**src/rtl/irq_ctrl_if.sv**
```systemverilog
// Wishbone-style register bus between the cpu (master) and the interrupt controller (slave).
interface irq_ctrl_if;
  logic        stb_i;
  logic        we_i;
  logic [3:0]  adr_i;
  logic [31:0] dat_i;
  logic [31:0] dat_o;
  logic        ack_o;

  modport master (output stb_i, we_i, adr_i, dat_i, input dat_o, ack_o);
  modport slave  (input stb_i, we_i, adr_i, dat_i, output dat_o, ack_o);
endinterface

```
**src/rtl/irq_ctrl.sv**
```systemverilog
// Parametrised vectored interrupt controller: per-line enable/mode/pending, fixed
// lowest-index priority, one registered request with vector address to the cpu.
module irq_ctrl #(
  parameter int unsigned N_IRQ       = 8,
  parameter logic [31:0] VEC_BASE    = 32'h0000_0004,
  parameter int unsigned VEC_STRIDE  = 4,
  parameter int unsigned SYNC_STAGES = 2
) (
  input  logic             clk,
  input  logic             rst_i,
  input  logic [N_IRQ-1:0] irq_in,
  irq_ctrl_if.slave        bus,
  output logic             cpu_irq,
  output logic [31:0]      cpu_vec,
  input  logic             cpu_take,
  input  logic             cpu_rti,
  output logic [N_IRQ-1:0] irqack
);

  localparam int unsigned ID_W = 5;

  typedef enum logic [1:0] {IDLE, REQ, SERVICE} state_t;

  state_t           r_state, w_state_nxt;
  logic [ID_W-1:0]  r_cur_id, w_cur_id_nxt, w_prio_id;
  logic             r_cpu_irq, w_cpu_irq_nxt;
  logic [31:0]      r_cpu_vec;
  logic [N_IRQ-1:0] r_irqack, w_irqack_nxt, w_take_clr;
  logic [N_IRQ-1:0] r_enable, r_mode, r_pending, r_prev;
  logic [N_IRQ-1:0] w_s_irq, w_rise, w_w1c, w_pend_nxt, w_elig;
  logic             w_any, w_acc, w_wr;
  logic [1:0]       w_sel;
  logic             r_ack;
  logic [31:0]      r_dat, w_rd;
  logic             w_unused;

  // Input synchroniser chain
  if (SYNC_STAGES == 0) begin : g_nosync
    assign w_s_irq = irq_in;
  end else begin : g_sync
    logic [N_IRQ-1:0] r_sync [SYNC_STAGES];
    always_ff @(posedge clk) begin
      if (rst_i) begin
        for (int i = 0; i < int'(SYNC_STAGES); i++) r_sync[i] <= '0;
      end else begin
        r_sync[0] <= irq_in;
        for (int i = 1; i < int'(SYNC_STAGES); i++) r_sync[i] <= r_sync[i-1];
      end
    end
    assign w_s_irq = r_sync[SYNC_STAGES-1];
  end

  assign w_acc    = bus.stb_i & ~r_ack;
  assign w_wr     = w_acc & bus.we_i;
  assign w_sel    = bus.adr_i[3:2];
  assign w_unused = ^{bus.adr_i[1:0], bus.dat_i};

  assign w_rise = w_s_irq & ~r_prev;
  assign w_w1c  = (w_wr && w_sel == 2'd1) ? bus.dat_i[N_IRQ-1:0] : '0;
  // Edge bits: a new edge beats W1C/take in the same cycle; level bits just follow the line.
  assign w_pend_nxt = (r_mode & ((r_pending & ~w_w1c & ~w_take_clr) | w_rise))
                    | (~r_mode & w_s_irq);
  assign w_elig = r_pending & r_enable;
  assign w_any  = |w_elig;

  always_comb begin
    w_prio_id = '0;
    for (int i = int'(N_IRQ) - 1; i >= 0; i--) begin
      if (w_elig[i]) w_prio_id = ID_W'(i);
    end
  end

  always_comb begin
    w_rd = '0;
    case (w_sel)
      2'd0: w_rd = 32'(r_enable);
      2'd1: w_rd = 32'(r_pending);
      2'd2: w_rd = 32'(r_mode);
      default: w_rd = {r_state == SERVICE, r_cpu_irq, 25'd0, r_cur_id};
    endcase
  end

  always_ff @(posedge clk) begin
    if (rst_i) begin
      r_enable  <= '0;
      r_mode    <= '0;
      r_pending <= '0;
      r_prev    <= '0;
      r_ack     <= 1'b0;
      r_dat     <= '0;
    end else begin
      r_prev    <= w_s_irq;
      r_pending <= w_pend_nxt;
      r_ack     <= w_acc;
      r_dat     <= (w_acc && !bus.we_i) ? w_rd : '0;
      if (w_wr && w_sel == 2'd0) r_enable <= bus.dat_i[N_IRQ-1:0];
      if (w_wr && w_sel == 2'd2) r_mode   <= bus.dat_i[N_IRQ-1:0];
    end
  end

  always_ff @(posedge clk) begin
    if (rst_i) r_state <= IDLE;
    else       r_state <= w_state_nxt;
  end

  always_comb begin
    w_state_nxt   = r_state;
    w_cur_id_nxt  = r_cur_id;
    w_cpu_irq_nxt = 1'b0;
    w_irqack_nxt  = '0;
    w_take_clr    = '0;
    case (r_state)
      IDLE: begin
        if (w_any) begin
          w_cur_id_nxt  = w_prio_id;
          w_cpu_irq_nxt = 1'b1;
          w_state_nxt   = REQ;
        end
      end
      REQ: begin
        if (cpu_take) begin
          w_irqack_nxt = N_IRQ'(1) << r_cur_id;
          w_take_clr   = N_IRQ'(1) << r_cur_id;
          w_state_nxt  = SERVICE;
        end else if (!w_any) begin
          w_state_nxt = IDLE;
        end else begin
          w_cur_id_nxt  = w_prio_id;
          w_cpu_irq_nxt = 1'b1;
        end
      end
      SERVICE: begin
        if (cpu_rti) w_state_nxt = IDLE;
      end
      default: w_state_nxt = IDLE;
    endcase
  end

  // Registered cpu-side outputs; the vector follows cur_id every cycle.
  always_ff @(posedge clk) begin
    if (rst_i) begin
      r_cur_id  <= '0;
      r_cpu_irq <= 1'b0;
      r_cpu_vec <= VEC_BASE;
      r_irqack  <= '0;
    end else begin
      r_cur_id  <= w_cur_id_nxt;
      r_cpu_irq <= w_cpu_irq_nxt;
      r_cpu_vec <= VEC_BASE + 32'(w_cur_id_nxt) * 32'(VEC_STRIDE);
      r_irqack  <= w_irqack_nxt;
    end
  end

  assign cpu_irq   = r_cpu_irq;
  assign cpu_vec   = r_cpu_vec;
  assign irqack    = r_irqack;
  assign bus.ack_o = r_ack;
  assign bus.dat_o = r_dat;

endmodule
```
**src/flat_wrapper.sv**
```systemverilog
// flat-port wrapper written by rule: the top's interface ports become plain ports
module irq_ctrl_flat 
#(
  parameter int unsigned N_IRQ       = 8,
  parameter logic [31:0] VEC_BASE    = 32'h0000_0004,
  parameter int unsigned VEC_STRIDE  = 4,
  parameter int unsigned SYNC_STAGES = 2
)
  (clk, rst_i, irq_in, cpu_irq, cpu_vec, cpu_take, cpu_rti, irqack, bus_stb_i, bus_we_i, bus_adr_i, bus_dat_i, bus_dat_o, bus_ack_o);
  irq_ctrl_if bus_i ();
  input  logic clk;
  input  logic rst_i;
  input  logic [N_IRQ-1:0] irq_in;
  output logic cpu_irq;
  output logic [31:0] cpu_vec;
  input  logic cpu_take;
  input  logic cpu_rti;
  output logic [N_IRQ-1:0] irqack;
  input wire logic [$bits(bus_i.stb_i)-1:0] bus_stb_i;
  input wire logic [$bits(bus_i.we_i)-1:0] bus_we_i;
  input wire logic [$bits(bus_i.adr_i)-1:0] bus_adr_i;
  input wire logic [$bits(bus_i.dat_i)-1:0] bus_dat_i;
  output wire logic [$bits(bus_i.dat_o)-1:0] bus_dat_o;
  output wire logic [$bits(bus_i.ack_o)-1:0] bus_ack_o;
  assign bus_i.stb_i = bus_stb_i;
  assign bus_i.we_i = bus_we_i;
  assign bus_i.adr_i = bus_adr_i;
  assign bus_i.dat_i = bus_dat_i;
  assign bus_dat_o = bus_i.dat_o;
  assign bus_ack_o = bus_i.ack_o;
  irq_ctrl #(.N_IRQ(N_IRQ), .VEC_BASE(VEC_BASE), .VEC_STRIDE(VEC_STRIDE), .SYNC_STAGES(SYNC_STAGES)) u_core (.clk(clk), .rst_i(rst_i), .irq_in(irq_in), .bus(bus_i), .cpu_irq(cpu_irq), .cpu_vec(cpu_vec), .cpu_take(cpu_take), .cpu_rti(cpu_rti), .irqack(irqack));
endmodule
```
**config.mk**
```make
export PLATFORM = sky130hd
export DESIGN_NAME = irq_ctrl_flat
export DESIGN_NICKNAME = d
export VERILOG_FILES = /design/src/rtl/irq_ctrl_if.sv /design/src/rtl/irq_ctrl.sv /design/src/flat_wrapper.sv
export SDC_FILE = /design/constraint.sdc
export NUM_CORES = 1
export LEC_CHECK = 0
export CAP_MARGIN = 10
export CORE_UTILIZATION = 40
export CTS_CLUSTER_SIZE = 25
export DETAILED_ROUTE_END_ITERATION = 6
export GPL_ROUTABILITY_DRIVEN = 0
export GPL_TIMING_DRIVEN = 1
export PLACE_DENSITY = 0.82
export SLEW_MARGIN = 30
export SYNTH_ARGS = -nofsm -noshare
export SYNTH_HDL_FRONTEND = slang
export SYNTH_SLANG_ARGS = --single-unit
```
**constraint.sdc**
```tcl
create_clock -name clk -period 1.6 [get_ports clk]
set_input_delay 0.24 -clock clk [delete_from_list [all_inputs] [get_ports clk]]
set_output_delay 0.24 -clock clk [all_outputs]
set_load 0.03 [all_outputs]
```
==> metrics, run 1 <==
outcome=complete, but fails checks; failing checks=negative setup slack; PwrDens=914 nW/um^2; DP Area=3960 um^2; I/O pins=124; Max Cap Violations=0; Rows=32; ratio of cells with drive above 1 in the final layout=0.221; Core Box Area=7890 um^2; Starting Density=0.424; H-tree levels=3; Via Count=2671; sequential area share after synthesis=0.485; post-DR wirelength/cell=14.0 um; largest net degree at the start of global routing=34; Die X=93.4 um; Layout area overhead=32.1%; RSZ-0062 raised after global routing=true; critical path launch point=u_core.r_pending[3]; FF-to-FF End=u_core.cpu_vec[6]; Ant. Diodes=0; most used cell, CP=nand2_1; fin worst setup slack=-0.294 ns; DRT antenna net count=0; total CTS buffers=9; Final min period=1.89 ns; Setup crit start kind=flip-flop; cell area after synthesis=3340 um^2; worst r2r src=u_core.r_pending[3]; die area=8730 um^2; HP Start=rst_i; crit path cell chain=buf_4 -> nand2_1 -> nand2_1 -> o21ai_0 -> a21o_4 -> nor4b_4 -> mux2_4; CP bufs+invs=1; Via density=4.86; setup_tns=-1.35 ns; fmax=528 MHz; CTS root buffer=clkbuf_8; nets@finish=493; Detailed Routing Iterations Pass 1=6; Detailed Place HPWL=5090 um; final std cell area, no fill=4420 um^2; CP Data Arrival Time=2.15 ns; Setup crit end=u_core.cpu_vec[6]; Routed WL=7690 um; Hold Crit Class=input pin to flip-flop; number of port buffers=49; leakage power=2.08 nW; Synth Instances=355; CTS tree=done; Yosys top cell area share=0.485; Clock transition at path regs=0.09 ns; WP data required=1.85 ns; first-pass GRT wire length=11900 um; Synth area leaders=dfxtp_1, buf_4, nor2b_1; Die Y-Extent=93.4 um; clk_lat worst skew=0.36 ns; Fin Clk Skew=0.0129 ns; FF+latch count, synth=81; Tcrit/Tclk final=1.18; cell accounting for the most synthesized area=dfxtp_1; Ys Warns=0; setup slack, reg-to-reg=-0.29 ns; 1st-iter DRT viols=253; GR Overflow Total=0; total track usage=0.181; Yosys cell types=43; number of remaining DRC errors=0; Max FO, Critical Path=4; TritonCTS Sinks=81; CP max stage delay=0.43 ns; CTS max path bufs=2; Critical-path top delay cell=dfxtp_1; final setup vio count=8; initial antenna violation count=0; Levels on crit path=7; fin. max-slew vios=0; Hold Buf Count CTS=0; cell depth of the worst flop-to-flop path=7; critical path endpoint category=flip-flop; fillers=693; Crit Path Class=flip-flop to flip-flop; vias in the first global route=2497; Max IR drop VDD=0.000400 V; register area=1640 um^2; hold violation count in the final report=0; cell family with most CP delay=simple AND/OR/NAND/NOR gates; Mean Syn Cell Area=9.42 um^2; multi-input logic area=1580 um^2
[metrics by stage]
stage	utilization	hold WS, ns	total power [mW]	worst slack [ns]	std cells
floorplan	-	0.368	2.47	-0.0346	402
global placement	0.502	0.426	2.49	-0.472	522
detailed placement	0.502	0.428	2.50	-0.486	522
CTS	0.542	0.126	4.06	-0.231	545
global route	0.560	0.160	4.20	-0.328	550
finish	0.560	0.141	4.04	-0.294	550
[cells by family after synthesis]
group | after synthesis | share of synthesized area
AOI/OAI and AO/OA | 43 | 0.0891
buffers and inverters | 63 | 0.125
DFF | 81 | 0.485
muxes | 20 | 0.0820
other | 1 | 0.00112
and+or+nand+nor | 147 | 0.218
[cell usage in the layout (no fill, tap or decap), types with 4 or more instances in the layout]
cell type and count:
a211oi_1 8, a21oi_1 13, a22oi_2 4, buf_4 39
clkbuf_8 9, clkdlybuf4s50_1 26, conb_1 48, dfxtp_1 72
dfxtp_2 6, dlygate4sd2_1 5, dlymetal6s2s_1 17, mux2i_1 11
mux4_2 4, nand2_1 47, nand3_1 8, nor2_1 26
nor2b_1 31, nor3_1 7, o21ai_0 6
[metal layers]
layer / share of wire / GRT usage / vias up
met2: 0.48 / 0.312 / 155
met3: 0.085 / 0.0390 / 34
met4: 0.045 / 0.112 / 0
met5: 0 / 0 / -
li1: - / - / 1271
met1: 0.39 / 0.202 / 1211
[timing repair]
item | in CTS | in global routing
setup buffers | 7 | 5
gates resized for setup | 25 | 33
pin swaps | 6 | 9
endpoints found under the setup margin | 14 | 33
[Yosys cell counts, drive strengths merged]
| library cell | instances |
|---|---|
| nand2b | 3 |
| and2b | 2 |
| a22oi | 4 |
| conb | 1 |
| or3b | 1 |
| and3 | 1 |
| mux4 | 5 |
| a32o | 2 |
| nand3b | 3 |
| a21o | 2 |
| or3 | 1 |
| dfxtp | 81 |
| clkbuf | 7 |
| a222oi | 1 |
| a211oi | 8 |
| nor4b | 1 |
| nand3 | 9 |
| nor4 | 1 |
| a22o | 1 |
| buf | 53 |
| nor2 | 27 |
| mux2i | 12 |
| nor2b | 31 |
| mux2 | 3 |
| and2 | 3 |
| inv | 3 |
| nor3b | 1 |
| o21ai | 10 |
| or2 | 1 |
| a21oi | 15 |
| nor3 | 11 |
| nand2 | 51 |
[cell type report]
cell class | instances | share of cell area
Sequential cell | 81 | 0.371
Multi-Input combinational cell | 258 | 0.358
Timing Repair Buffer | 90 | 0.191
Clock buffer | 10 | 0.0289
Tap cell | 102 | 0.0289
Clock inverter | 6 | 0.0187
Inverter | 3 | 0.00255
[registers in the layout, indices dropped and copies added, names as in the netlist]
register              flops
u_core.cpu_irq            1
u_core.irqack             8
u_core.r_cur_id           5
u_core.r_mode             8
u_core.g_sync.r_sync     16
u_core.r_pending          8
u_core.r_prev             8
u_core.bus.ack_o          1
u_core.cpu_vec            6
u_core.bus.dat_o         10
u_core.r_enable           8
u_core.r_state            2
[where the power goes]
part           leakage [nW]  switching (mW)  internal [mW]  total [mW]
clock network         0.106           0.708          0.870        1.58
registers             0.663          0.0233           2.05        2.08
logic                  1.31           0.261          0.125       0.386
[worst min path at each step]
stage / to / slack, ns / cells past startpoint
after detailed placement: u_core.g_sync.r_sync[0][10] / 0.43 / 1
after global placement: u_core.g_sync.r_sync[0][15] / 0.43 / 1
after global routing: u_core.bus.ack_o / 0.16 / 2
final: u_core.bus.ack_o / 0.14 / 2
after CTS: u_core.bus.ack_o / 0.13 / 2
after floorplan: u_core.g_sync.r_sync[0][0] / 0.37 / 1
No activity file was read; power rests on OpenSTA's default activity.
==> run 2: changes to the inputs <==
CORE_MARGIN = 4   (was default)
MAX_ROUTING_LAYER = met4   (was default)
==> metrics, run 2 (synthesis gave the netlist of run 1 again) <==
Final min period=1.80 ns (-0.0933 ns); cell family with most CP delay=compound AO/OA/AOI/OAI gates; WP data required=1.85 ns (about the same); Layout area overhead=29.9%; Starting Density=0.409 (-0.0149); Fin Clk Skew=0.0111 ns (-0.00178 ns); fmax=555 MHz (+5.2%); die area=9880 um^2 (+13%); TritonCTS Sinks=81 (unchanged); Routed WL=7560 um (-1.7%); CP bufs+invs=1 (unchanged); Sw Ratio=0.246 (about the same); total track usage=0.162 (-0.0193); Via Count=2571 (-3.7%); fin worst setup slack=-0.201 ns (+0.0933 ns); outcome=complete, but fails checks; vias in the first global route=2529 (+1.3%); PwrDens=942 nW/um^2 (+3.0%); Tcrit/Tclk final=1.13 (-0.0583); cell depth of the worst flop-to-flop path=6 (-1); leakage power=2.04 nW (-1.8%); fin. max-slew vios=0 (unchanged); number of remaining DRC errors=0 (unchanged); ratio of cells with drive above 1 in the final layout=0.204 (-0.0169); Max IR drop VDD=0.000370 V (-7.4%); clk_lat worst skew=0.35 ns (about the same); Crit Path Class=flip-flop to flip-flop; failing checks=negative setup slack; CTS tree=done; DRT antenna net count=0 (unchanged); post-DR wirelength/cell=13.8 um (-0.98%); number of port buffers=49 (unchanged); crit path cell chain=a222oi_1 -> a22o_1 -> mux2i_4 -> buf_4 -> nor3_4 -> mux2_4; Setup crit start kind=flip-flop; Sw Pwr=1.00 mW (+1.3%); Reg with most FFs=u_core.g_sync.r_sync; Core Box Area=8180 um^2 (+3.6%); H-tree levels=3 (unchanged); Hold Crit Depth=2 (unchanged); 1st-iter DRT viols=173 (-32%); most common cell after layout, fill and taps aside=dfxtp_1; Detailed Place HPWL=5390 um (+5.8%); non-filler instance count after layout=546 (-0.73%); Rows=33 (+3.1%); Critical-path top delay cell=dfxtp_4; combinational group share of total power=0.093 (-0.003); internal power=3.08 mW (+1.2%); largest net degree at the start of global routing=36 (+5.9%); hold violation count in the final report=0 (unchanged); CTS max path bufs=2 (unchanged); CTS root buffer=clkbuf_8; Levels on crit path=6 (-1); Die Y-Extent=99.4 um (+6.4%); CP max stage delay=0.37 ns (-0.06 ns); Max Cap Violations=0 (unchanged); nets@finish=487 (-1.2%); pre-CTS setup slack=-0.528 ns (-0.0422 ns); first-pass GRT wire length=12200 um (+2.8%); most frequent cells in the layout=dfxtp_1, nand2_1, conb_1, buf_4, nor2b_1; initial antenna violation count=0 (unchanged); CP Data Arrival Time=2.05 ns (-0.10 ns); Via density=4.71 (-3.0%); Detailed Routing Iterations Pass 1=4 (-2); I/O pins=124 (unchanged); setup_tns=-1.17 ns (+0.184 ns); total CTS buffers=9 (unchanged); critical path endpoint category=flip-flop; GR Overflow Total=0 (unchanged); Clk network pwr share=0.399 (+0.008); Clock transition at path regs=0.08 ns (about the same); Hold Crit Class=input pin to flip-flop; Reg power frac=0.508 (-0.006); max reg flops=16 (unchanged); RSZ-0062 raised after global routing=true; Max FO, Critical Path=5 (+1); Die X=99.4 um (+6.4%); # placed instances=525 (+0.57%); Ant. Diodes=0 (unchanged); final setup vio count=9 (+1)
-- run 2: layout make-up --
cell class / instances / area (um^2)
clock inverters: 5 / 80.1
flip-flops and latches: 81 / 1640
clock buffers: 10 / 138
fillers: 760 / 3830
repair buffers: 84 / 788
inverters: 3 / 11.3
well taps: 105 / 131
multi-input cells: 258 / 1560
-- run 2: power by group through the flow --
stage	sequential (mW)	clock [mW]	combinational [mW]
3_3_place_gp	2.12	0	0.367
5_1_grt	2.08	1.74	0.405
3_5_place_dp	2.12	0	0.373
4_1_cts	2.08	1.66	0.375
2_1_floorplan	2.12	0	0.342
6_report	2.08	1.63	0.379
-- run 2: worst reg2reg max path: stages (launching register included) --
cell	delay (ns)
dfxtp_4	0.37
a222oi_1	0.35
a22o_1	0.26
mux2i_4	0.10
buf_4	0.16
nor3_4	0.14
mux2_4	0.32
-- run 2: what timing repair did --
item | CTS | global route
endpoints found under the setup margin | 14 | 32
hold buffers | 0 | 0
pin swaps | 5 | 3
resized for setup | 22 | 30
setup buffers | 4 | 2
-- run 2: stage by stage --
step / total power, mW / utilization / hold slack [ns] / area [um^2]
2_1_floorplan: 2.47 / - / 0.368 / 3520
3_3_place_gp: 2.49 / 0.483 / 0.421 / 3950
3_5_place_dp: 2.50 / 0.483 / 0.427 / 3950
4_1_cts: 4.11 / 0.520 / 0.128 / 4250
5_1_grt: 4.22 / 0.531 / 0.143 / 4340
6_report: 4.09 / 0.531 / 0.135 / 4340
-- run 2: worst paths after layout --
| check | startpoint | end | slack [ns] |
|---|---|---|---|
| worst max-delay path | u_core.r_pending[0] | u_core.cpu_vec[5] | -0.20 |
| worst min register to register | u_core.g_sync.r_sync[0][2] | u_core.g_sync.r_sync[0][10] | 0.44 |
| worst max register to register | u_core.r_pending[0] | u_core.cpu_vec[5] | -0.20 |
| worst min-delay path | rst_i | u_core.bus.ack_o | 0.13 |
-- run 2: per-layer routing --
metal  track usage  wire (um)  vias up
met5             -          0        -
met4        0.0903        282        0
met3        0.0372        532       22
met2         0.248       3610      113
met1         0.195       3140     1185
li1              -          -     1251
